$ cat src/rtl/write_address_translator_pipelined.sv
// Pipelined write address translator: plain (drop MSBs) or split (lane slice + base) mode.
// Optional saturating out-of-range counter enabled by WRITE_ADDR_TRANSLATE_ERROR_COUNT_EN.
module write_address_translator_pipelined #(
   parameter int WRITE_ADDR_WIDTH       = 12,
   parameter int WRITE_ADDR_WIDTH_LOCAL = 10,
   parameter int SPLIT_WAYS             = 2,
   parameter int LANE_INDEX             = 0,
   parameter int PIPE_DEPTH             = 2
) (
   input  logic                              clock,
   input  logic                              reset,
   input  logic                              mode_wren,
   input  logic                              mode_split,
   input  logic [WRITE_ADDR_WIDTH_LOCAL-1:0] mode_base,
   input  logic                              write_en_in,
   input  logic [WRITE_ADDR_WIDTH-1:0]       write_addr,
   output logic                              write_en_out,
   output logic [WRITE_ADDR_WIDTH_LOCAL-1:0] write_addr_translated,
   output logic                              out_of_range
`ifdef WRITE_ADDR_TRANSLATE_ERROR_COUNT_EN
   ,
   input  logic                              error_count_clear,
   output logic [15:0]                       error_count
`endif
);

   localparam int AW = WRITE_ADDR_WIDTH;
   localparam int LW = WRITE_ADDR_WIDTH_LOCAL;
   localparam int S  = WRITE_ADDR_WIDTH / SPLIT_WAYS;

   logic          mode_split_q, mode_split_d;
   logic [LW-1:0] mode_base_q, mode_base_d;

   logic [LW-1:0] plain_addr;
   logic          dropped_nz;
   logic [S-1:0]  lane_slice;
   logic [LW-1:0] split_addr;

   logic [LW-1:0] t_addr;
   logic          t_oor;
   logic          t_en;

   logic [LW-1:0]         addr_q [PIPE_DEPTH];
   logic [LW-1:0]         addr_d [PIPE_DEPTH];
   logic [PIPE_DEPTH-1:0] en_q, en_d;
   logic [PIPE_DEPTH-1:0] oor_q, oor_d;

   generate
      if (AW > LW) begin : g_drop
         assign plain_addr = write_addr[LW-1:0];
         assign dropped_nz = |write_addr[AW-1:LW];
      end else begin : g_no_drop
         assign plain_addr = LW'(write_addr);
         assign dropped_nz = 1'b0;
      end
   endgenerate

   assign lane_slice = write_addr[LANE_INDEX*S +: S];
   // Sum is truncated to LW bits, so the carry out is discarded by design.
   assign split_addr = LW'(lane_slice) + mode_base_q;

   always_comb begin
      mode_split_d = mode_split_q;
      mode_base_d  = mode_base_q;
      if (mode_wren) begin
         mode_split_d = mode_split;
         mode_base_d  = mode_base;
      end
   end

   // Stage-1 translation uses the registered mode, so a same-edge mode write affects only later inputs.
   always_comb begin
      t_addr = plain_addr;
      t_oor  = 1'b0;
      if (mode_split_q) begin
         t_addr = split_addr;
      end else begin
         t_oor = write_en_in & dropped_nz;
      end
      t_en = write_en_in & ~t_oor;
   end

   always_comb begin
      addr_d[0] = t_addr;
      en_d      = '0;
      oor_d     = '0;
      en_d[0]   = t_en;
      oor_d[0]  = t_oor;
      for (int i = 1; i < PIPE_DEPTH; i++) begin
         addr_d[i] = addr_q[i-1];
         en_d[i]   = en_q[i-1];
         oor_d[i]  = oor_q[i-1];
      end
   end

   always_ff @(posedge clock or posedge reset) begin
      if (reset) begin
         mode_split_q <= 1'b0;
         mode_base_q  <= '0;
         en_q         <= '0;
         oor_q        <= '0;
         for (int i = 0; i < PIPE_DEPTH; i++) begin
            addr_q[i] <= '0;
         end
      end else begin
         mode_split_q <= mode_split_d;
         mode_base_q  <= mode_base_d;
         en_q         <= en_d;
         oor_q        <= oor_d;
         for (int i = 0; i < PIPE_DEPTH; i++) begin
            addr_q[i] <= addr_d[i];
         end
      end
   end

   assign write_addr_translated = addr_q[PIPE_DEPTH-1];
   assign write_en_out          = en_q[PIPE_DEPTH-1];
   assign out_of_range          = oor_q[PIPE_DEPTH-1];

`ifdef WRITE_ADDR_TRANSLATE_ERROR_COUNT_EN
   logic [15:0] err_cnt_q, err_cnt_d;

   always_comb begin
      err_cnt_d = err_cnt_q;
      if (error_count_clear) begin
         err_cnt_d = '0;
      end else if (oor_q[PIPE_DEPTH-1] && (err_cnt_q != 16'hFFFF)) begin
         err_cnt_d = err_cnt_q + 16'd1;
      end
   end

   always_ff @(posedge clock or posedge reset) begin
      if (reset) begin
         err_cnt_q <= '0;
      end else begin
         err_cnt_q <= err_cnt_d;
      end
   end

   assign error_count = err_cnt_q;
`endif

endmodule

$ cat config.mk
export PLATFORM = sky130hd
export DESIGN_NAME = write_address_translator_pipelined
export DESIGN_NICKNAME = d
export VERILOG_FILES = /design/src/rtl/write_address_translator_pipelined.sv
export SDC_FILE = /design/constraint.sdc
export NUM_CORES = 1
export LEC_CHECK = 0
export ABC_AREA = 0
export ABC_CLOCK_PERIOD_IN_PS = 2940
export CORE_MARGIN = 4
export CORE_UTILIZATION = 30
export DETAILED_ROUTE_END_ITERATION = 10
export SYNTH_ARGS = -nofsm -noshare
export SYNTH_HDL_FRONTEND = slang
export SYNTH_SLANG_ARGS = --single-unit
$ cat constraint.sdc
create_clock -name clock -period 2.94 [get_ports clock]
set_input_delay 0.588 -clock clock [delete_from_list [all_inputs] [get_ports clock]]
set_output_delay 0.588 -clock clock [all_outputs]
set_load 0.005 [all_outputs]
# ---- After elaboration in Yosys (flattened, before gate mapping)
# Cells that the tools add are included.
dict set report totals {
  ram_bits 0
  word_cells 13
  out_inout_bits 12
  romBits 0
  regBits 35
  inputBits 27
  mem_count 0
  latchBits 0
}
dict set report op_classes {
  n_bitwise 3
  addsub 1
  eq_ne 0
  n_reduce_logical 1
  shifts 0
  div_mod_pow 0
  n_mux 2
  magnitude_cmp 0
  mul 0
}
# cell n
set op_table {}
lappend op_table {{$add A6 B10 Y10} 1}
lappend op_table {{$mux W10} 1}
lappend op_table {{$and A1 B1 Y1} 2}
lappend op_table {{$reduce_or A2 Y1} 1}
lappend op_table {{$mux W1} 1}
lappend op_table {{$not A1 Y1} 1}

# ---- Logic depth before layout (Yosys ltp)
# Gate-level depths: netlist (run 1).
dict set report depth {
  depth_word 5
  mapped_depth 6
  ltp_nobuf 6
}

# ---- Least setup slack after synthesis (run 1)
# No wires, ideal clock.
dict set report synth_path {
  path_kind {input-to-reg}
  start {input write_addr[0]}
  end {register addr_q (netlist bit addr_d[6])}
  setup_time_ps 131
  required_time_ps 2809
  path_slack_ps 966
  n_path_buf 0
  cell_stages 6
  t_arrival_ps 1843
  path_cell_list {ha_1 > fa_1 > a211oi_1 > o21ba_2 > nand3b_1 > nand3_1}
}
# element line_no
set synth_rtl {}
lappend synth_rtl {{from (decl)} 16} ;# input logic [WRITE_ADDR_WIDTH-1:0] write_addr,
lappend synth_rtl {{to (signal, indexed assignment)} 111} ;# addr_q[i] <= addr_d[i];
lappend synth_rtl {{to (decl)} 43} ;# logic [LW-1:0] addr_q [PIPE_DEPTH];

==> metrics.md, run 1 <==
| Metric | Value |
|---|---|
| Final Routed Wirelength | ~2800 µm |
| Area leader, netlist | dfrtp_1 |
| DRT Pass-1 Iters | 4 |
| Crit-path slowest cell | fa_1 |
| CTS tree | built |
| Leak | 0.848 nW |
| CTS buffer count | 5 |
| # diodes | 0 |
| Tot Pwr | ~1.2 mW |
| Max Slew Vio Count | 0 |
| Post_cts resized | 0 |
| Outcome | finished, final reports clean |
| Worst slew margin | 0.668 |
| Fin util | 0.426 |
| Final Net Count | roughly 190 |
| Post-synthesis sequential area ratio | 0.603 |
| Initial antenna violation count | 0 |
| Routed len/inst | around 13 µm |
| Top-count cell post-synth | dfrtp_1 |
| Setup bufs post-CTS | 0 |
| Syn Area/Cell | between 10 and 15 µm² |
| Final ANT Viol Nets | 0 |
| Post-synth cell types | 28 |
| Chip width | 77.6 µm |
| First-pass GRT wire length | between 4000 and 5000 µm |
| Worst skew pair latency | 0.28 ns |
| Starting Density | 0.310 |
| Placer Congestion | approximately 0.74 |
| Crit path buf inv count | 1 |
| Critical Path Max Stage Delay | 0.43 ns |
| IO buf count | 38 |
| Synth async-reset ratio | 1.00 |
| Layout Cells excl Fill | 208 |
| Final Hold Fails | 0 |
| Minimum clock period | ~2.2 ns |
| Global route overflow | 0 |
| Net Count, Synth | 143 |
| Post-Syn Area | around 1500 µm² |
| Drc violations | 0 |
| CTS max path bufs | 2 |
| Critical Path RT | around 3.1 ns |
| Synth top area share | 0.603 |
| Unrepaired setup endpoints after global routing | false |
| Total GRT Usage | 0.101 |
| Final instance area | 2000 µm² |
| Area Overhead vs Synth | 37.7% |
| Power per cell area | approximately 600 nW/µm² |
| CP Max Fanout | 4 |
| HP Class | reg2reg |
| Post-synth EDFFs | 0 |
| VDD IR-drop max | between 0.15 and 0.2 mV |
| Share of power burned in registers | 0.490 |
| Gate power share | 0.195 |
| H-tree depth | 2 |
| I/O pins | 39 |
| Setup_tns | 0 ns |
| CP Launch Type | primary input |
| Primary FF master, synth | dfrtp_1 |
| Post-CTS Hold Buffers | 0 |
| Worst path arrival time | roughly 2.4 ns |
| Area contributors post-synth | dfrtp_1 (60%), mux2_2 (11%), ha_1 (5.2%), o21ai_0 (2.8%), xnor2_1 (1.8%) |
| Yosys warnings | 0 |
| Setup violations, final | 0 |
| Detailed placement HPWL | roughly 2100 µm |
| Synth Instances | around 110 |
| Worst slew pin tran | a little under 0.5 ns |
| Most frequent cells after synthesis | dfrtp_1 (35), mux2_2 (14), o21ai_0 (8), ha_1 (6), nor2_1 (5) |
| Vias/cell | 4.88 |
| Clock power share | 0.315 |
| Die area | between 6000 and 7000 µm² |
| Crit Path Class | in2reg |
| NetSw | 275 µW |
| Max Cap Violations | 0 |
| Setup Skew | approximately 0.0053 ns |
| Setup crit end kind | flop |
| Largest net degree at the start of global routing | 36 |
| Via count | 1,016 |
| CTS clk-pin slew, worst paths | ~0.07 ns |
| Placement Rows | 25 |
| Initial DRC count | 43 |
| Sw Share | 0.235 |
| Final Cycle Share | 0.762 |
| Post-synthesis register bit count | 35 |
| Placed cell area | around 1900 µm² |
| Die height | just under 80 µm |
| Crit path max-delay family | adder cells |
| CTS root buffer | clkbuf_8 |
| Share of cells above drive strength 1 | 0.162 |
| P_int | about 900 µW |
| CTS sink count | 35 |
| Core ar. | between 4000 and 5000 µm² |
| CP cell instances | clkdlybuf4s50_1 -> ha_1 -> fa_1 -> a211oi_1 -> o21ba_2 -> nand3b_1 -> nand3_1 |
| Vias in the first global route | between 1,000 and 1,500 |
| Max Fclk | around 450 MHz |
| Placed cells | 200 |
## state kept, by name, summed over array words and instances, names as in the netlist
register               cells
oor_q                      2
mode_split_q               1
addr_d                    10
en_q                       2
write_addr_translated     10
mode_base_q               10
## kinds of logic (layout without fill, tap and decap cells)
logic type,Yosys count,after routing,synth area share
AOI/OAI and AO/OA,28,28,0.135
muxes,14,14,0.109
adders and majority gates,7,7,0.0655
DFF,35,35,0.603
and+or+nand+nor,16,16,0.0543
xor gates and xnor gates,3,3,0.0181
buffers and inverters,6,51,0.0155
## final timing paths
check | from | to | slack (ns) | cells after the start
worst min-delay path | addr_d[0] | write_addr_translated[0] | 0.35 | 0
min in group asynchronous | reset | addr_d[8] | 0.71 | 3
worst max register to register | mode_base_q[0] | addr_d[8] | 1.07 | 6
worst max-delay path | write_addr[0] | addr_d[8] | 0.70 | 7
max in group asynchronous | reset | write_addr_translated[0] | 1.92 | 3
worst min register to register | addr_d[0] | write_addr_translated[0] | 0.35 | 0
## power groups by stage
stage	Combinational, mW	Clock [mW]	Sequential [mW]
4_1_cts	0.231	0.383	0.575
3_5_place_dp	0.229	0	0.584
2_1_floorplan	0.120	0	0.577
3_3_place_gp	0.225	0	0.581
5_1_grt	0.254	0.402	0.582
6_report	0.228	0.369	0.573
## stage by stage
step	setup slack [ns]	hold slack (ns)
finish	0.698	0.347
global route	0.568	0.356
CTS	0.727	0.351
detailed placement	0.421	0.335
global placement	0.445	0.332
floorplan	0.966	0.331
## layout by cell type, fill, tap and decap left out, drive strengths merged
cell type      Yosys  layout
o21ai              8       8
or3                2       2
o2111ai            2       2
nor3               1       1
o211a              2       2
a21oi              4       4
a211oi             3       3
clkdlybuf4s50      0      38
nand3b             2       2
dfrtp             35      35
a21o               2       2
a31oi              2       2
nand3              2       2
o211ai             1       1
ha                 6       6
fa                 1       1
buf                1       1
mux2              14      14
clkbuf             1       8
xnor2              3       3
inv                4       4
o2bb2ai            1       1
nor2b              1       1
a221oi             1       1
nand2              3       3
a22oi              1       1
o21ba              1       1
nor2               5       5
## area by class of cell
cell class                 instances  area [µm²]
fill                             420        2690
sequential                        35         876
multi-input combinational         68         554
timing repair buffer              39         388
clock buffer                       8         100
tap                               54        67.6
inverter                           4        15.0
## metal layers
layer | wire, µm | GRT usage | vias up
met3 | 228 | 0.0406 | 9
met5 | 0 | 0 | -
met4 | 78 | 0.0587 | 0
li1 | - | - | 485
met2 | 1290 | 0.159 | 46
met1 | 1170 | 0.116 | 476
(Power assumes the default switching activity.)
==> run 2: changes to the inputs <==
--- a/config.mk
+++ b/config.mk
@@ -6,7 +6,7 @@
 export NUM_CORES = 1
 export LEC_CHECK = 0
 export ABC_AREA = 0
-export ABC_CLOCK_PERIOD_IN_PS = 2940
+export ABC_CLOCK_PERIOD_IN_PS = 2160
 export CORE_MARGIN = 4
 export CORE_UTILIZATION = 30
 export DETAILED_ROUTE_END_ITERATION = 10
==> constraint.sdc (replaced) <==
create_clock -name clock -period 2.16 [get_ports clock]
set_input_delay 0.432 -clock clock [delete_from_list [all_inputs] [get_ports clock]]
set_output_delay 0.432 -clock clock [all_outputs]
set_load 0.005 [all_outputs]
==> metrics.md, run 2 (synthesis gave the netlist of run 1 again) <==
| Metric | Value |
|---|---|
| Outcome | finished, final reports clean (unchanged) |
| DRT Pass-1 Iters | 4 (unchanged) |
| Worst skew pair latency | 0.28 ns (about the same) |
| CTS root buffer | clkbuf_8 (unchanged) |
| Vias in the first global route | 1,084 (was 1,030) |
| FF-to-FF End | addr_d[8] (unchanged) |
| Area Overhead vs Synth | 40.3% (was 37.7%) |
| Starting Density | 0.310 (unchanged) |
| CP cell instances | clkdlybuf4s50_1 -> ha_1 -> fa_1 -> a211oi_2 -> o21ba_2 -> nand3b_1 -> nand3_1 (was clkdlybuf4s50_1 -> ha_1 -> fa_1 -> a211oi_1 -> o21ba_2 -> nand3b_1 -> nand3_1) |
| Vias/cell | 4.84 (was 4.88) |
| Final Cycle Share | 0.949 |
| Die area | 6020 µm² (unchanged) |
| Crit Path Class | in2reg (unchanged) |
| Global route overflow | 0 (unchanged) |
| VDD IR-drop max | 0.253 mV (was 0.163 mV) |
| Chip width | 77.6 µm (unchanged) |
| Worst slew pin tran | 0.502 ns (was 0.496 ns) |
| Reg2reg path depth | 6 (unchanged) |
| Final instance area | 2040 µm² (was 2000 µm²) |
| CP Launch Type | primary input (unchanged) |
| Placer Congestion | 0.731 (was 0.742) |
| Worst path arrival time | 2.20 ns (was 2.40 ns) |
| H-tree depth | 2 (unchanged) |
| Multi-input gate area | 559 µm² (was 554 µm²) |
| Most common cell after layout, fill and taps aside | clkdlybuf4s50_1 (unchanged) |
| Setup slack, reg-to-reg | 0.31 ns (was 1.07 ns) |
| Max Fclk | slightly below 500 MHz |
| Post-CTS Hold Buffers | 0 (unchanged) |
| # diodes | 0 (unchanged) |
| Max Cap Violations | 0 (unchanged) |
| Setup Skew | 0.00482 ns (was 0.00534 ns) |
| Number of fill cells | 443 (was 420) |
| First-pass GRT wire length | 5140 µm (was 4710 µm) |
| Power per cell area | 777 nW/µm² (was 585 nW/µm²) |
| Placement Rows | 25 (unchanged) |
| CTS buffer count | 5 (unchanged) |
| Worst setup path endpoint | addr_d[8] (unchanged) |
| Share of cells above drive strength 1 | 0.201 (was 0.162) |
| Critical Path Max Stage Delay | 0.42 ns (was 0.43 ns) |
| Leak | 0.874 nW (was 0.848 nW) |
| Placed cell area | 1950 µm² (was 1900 µm²) |
| Detailed placement HPWL | 2310 µm (was 2080 µm) |
| FF+latch area | 876 µm² (unchanged) |
| Worst slew margin | 0.664 (was 0.668) |
| CTS clk-pin slew, worst paths | 0.06 ns (was 0.07 ns) |
| Commonest non-fill, non-tap cells in the layout | clkdlybuf4s50_1 (38), dfrtp_1 (35), mux2_2 (14), o21ai_0 (8), buf_4 (7) (was clkdlybuf4s50_1 (38), dfrtp_1 (35), mux2_2 (14), o21ai_0 (8), clkbuf_8 (7)) |
| Total GRT Usage | 0.110 (was 0.101) |
| Via count | 1,031 (was 1,016) |
| FF-to-FF Start | mode_base_q[0] (unchanged) |
| Core ar. | 4690 µm² (unchanged) |
| Routed len/inst | 14.0 µm (was 13.3 µm) |
| Unrepaired setup endpoints after global routing | false (unchanged) |
| Crit-path slowest cell | clkdlybuf4s50_1 (was fa_1) |
| HP Class | reg2reg (unchanged) |
| Initial antenna violation count | 0 (unchanged) |
| Die height | 77.6 µm (unchanged) |
| Setup crit end kind | flop (unchanged) |
| Worst Setup SP | write_addr[0] (unchanged) |
| Critical Path RT | 2.31 ns (was 3.10 ns) |
| Final Routed Wirelength | 2980 µm (was 2770 µm) |
| Largest net degree at the start of global routing | 36 (unchanged) |
| Final Net Count | 193 (was 187) |
| CTS max path bufs | 2 (unchanged) |
| Final Hold Fails | 0 (unchanged) |
| Drc violations | 0 (unchanged) |
| Setup bufs post-CTS | 0 (unchanged) |
| Placed cells | 206 (was 200) |
| CP Max Fanout | 4 (unchanged) |
| Minimum clock period | roughly 2.1 ns |
| Layout Cells excl Fill | 213 (was 208) |
| IO buf count | 38 (unchanged) |
| CTS sink count | 35 (unchanged) |
| CTS tree | built (unchanged) |
| Setup violations, final | 0 (unchanged) |
| Final ANT Viol Nets | 0 (unchanged) |
| I/O pins | 39 (unchanged) |
| Initial DRC count | 64 (was 43) |
| Max Slew Vio Count | 0 (unchanged) |
[run 2: cell types whose count changed in the layout (fill, tap and decap cells not counted), sizes merged]
cell / previous run / this run
clkbuf: 8 / 6
clkinv: 0 / 1
buf: 1 / 7
[run 2: worst min-delay path by stage]
stage | end | from | cells past startpoint
detailed placement | write_addr_translated[2] | addr_d[2] | 0
floorplan | en_q[1] | en_q[0] | 0
CTS | write_addr_translated[7] | addr_d[7] | 0
global route | write_addr_translated[2] | addr_d[2] | 0
global placement | write_addr_translated[4] | addr_d[4] | 0
finish | write_addr_translated[2] | addr_d[2] | 0
[run 2: stage by stage]
stage	total power [mW]	utilization	TNS [ns]	hold slack (ns)	setup slack (ns)
after floorplan	0.949	-	0	0.331	0.342
after global placement	1.12	0.415	-0.471	0.332	-0.151
after detailed placement	1.13	0.415	-0.989	0.335	-0.291
after CTS	1.60	0.433	0	0.350	0.0188
after global routing	1.67	0.434	0	0.351	0.0497
final	1.58	0.434	0	0.348	0.109
[run 2: cell type report]
type,instances,share of cell area
repair buffers,45,0.212
flip-flops and latches,35,0.430
multi-input cells,68,0.274
clock inverters,1,0.00246
well taps,54,0.0331
inverters,4,0.00737
clock buffers,6,0.0405
[run 2: timing repair]
item | CTS | global route
endpoints found under the hold margin | 0 | 0
endpoints found under the setup margin | 0 | 2
resized for setup | 0 | 1
[run 2: metal layers]
layer,track usage,vias to the layer above,wire [µm]
met4,0.0498,0,53
li1,-,500,-
met2,0.175,33,1480
met3,0.0429,6,199
met5,0,-,0
met1,0.131,492,1250
[run 2: worst max-delay path, delay by kind of cell]
| kind | cells | cell delay (ns) |
|---|---|---|
| fa+ha+maj | 2 | 0.65 |
| simple gates | 2 | 0.20 |
| compound gates | 2 | 0.49 |
| buf+inv | 1 | 0.42 |
[run 2: power breakdown]
| part | switching (mW) | internal (mW) | total (mW) |
|---|---|---|---|
| logic | 0.132 | 0.205 | 0.336 |
| registers | 0.0398 | 0.741 | 0.781 |
| clock network | 0.217 | 0.250 | 0.467 |
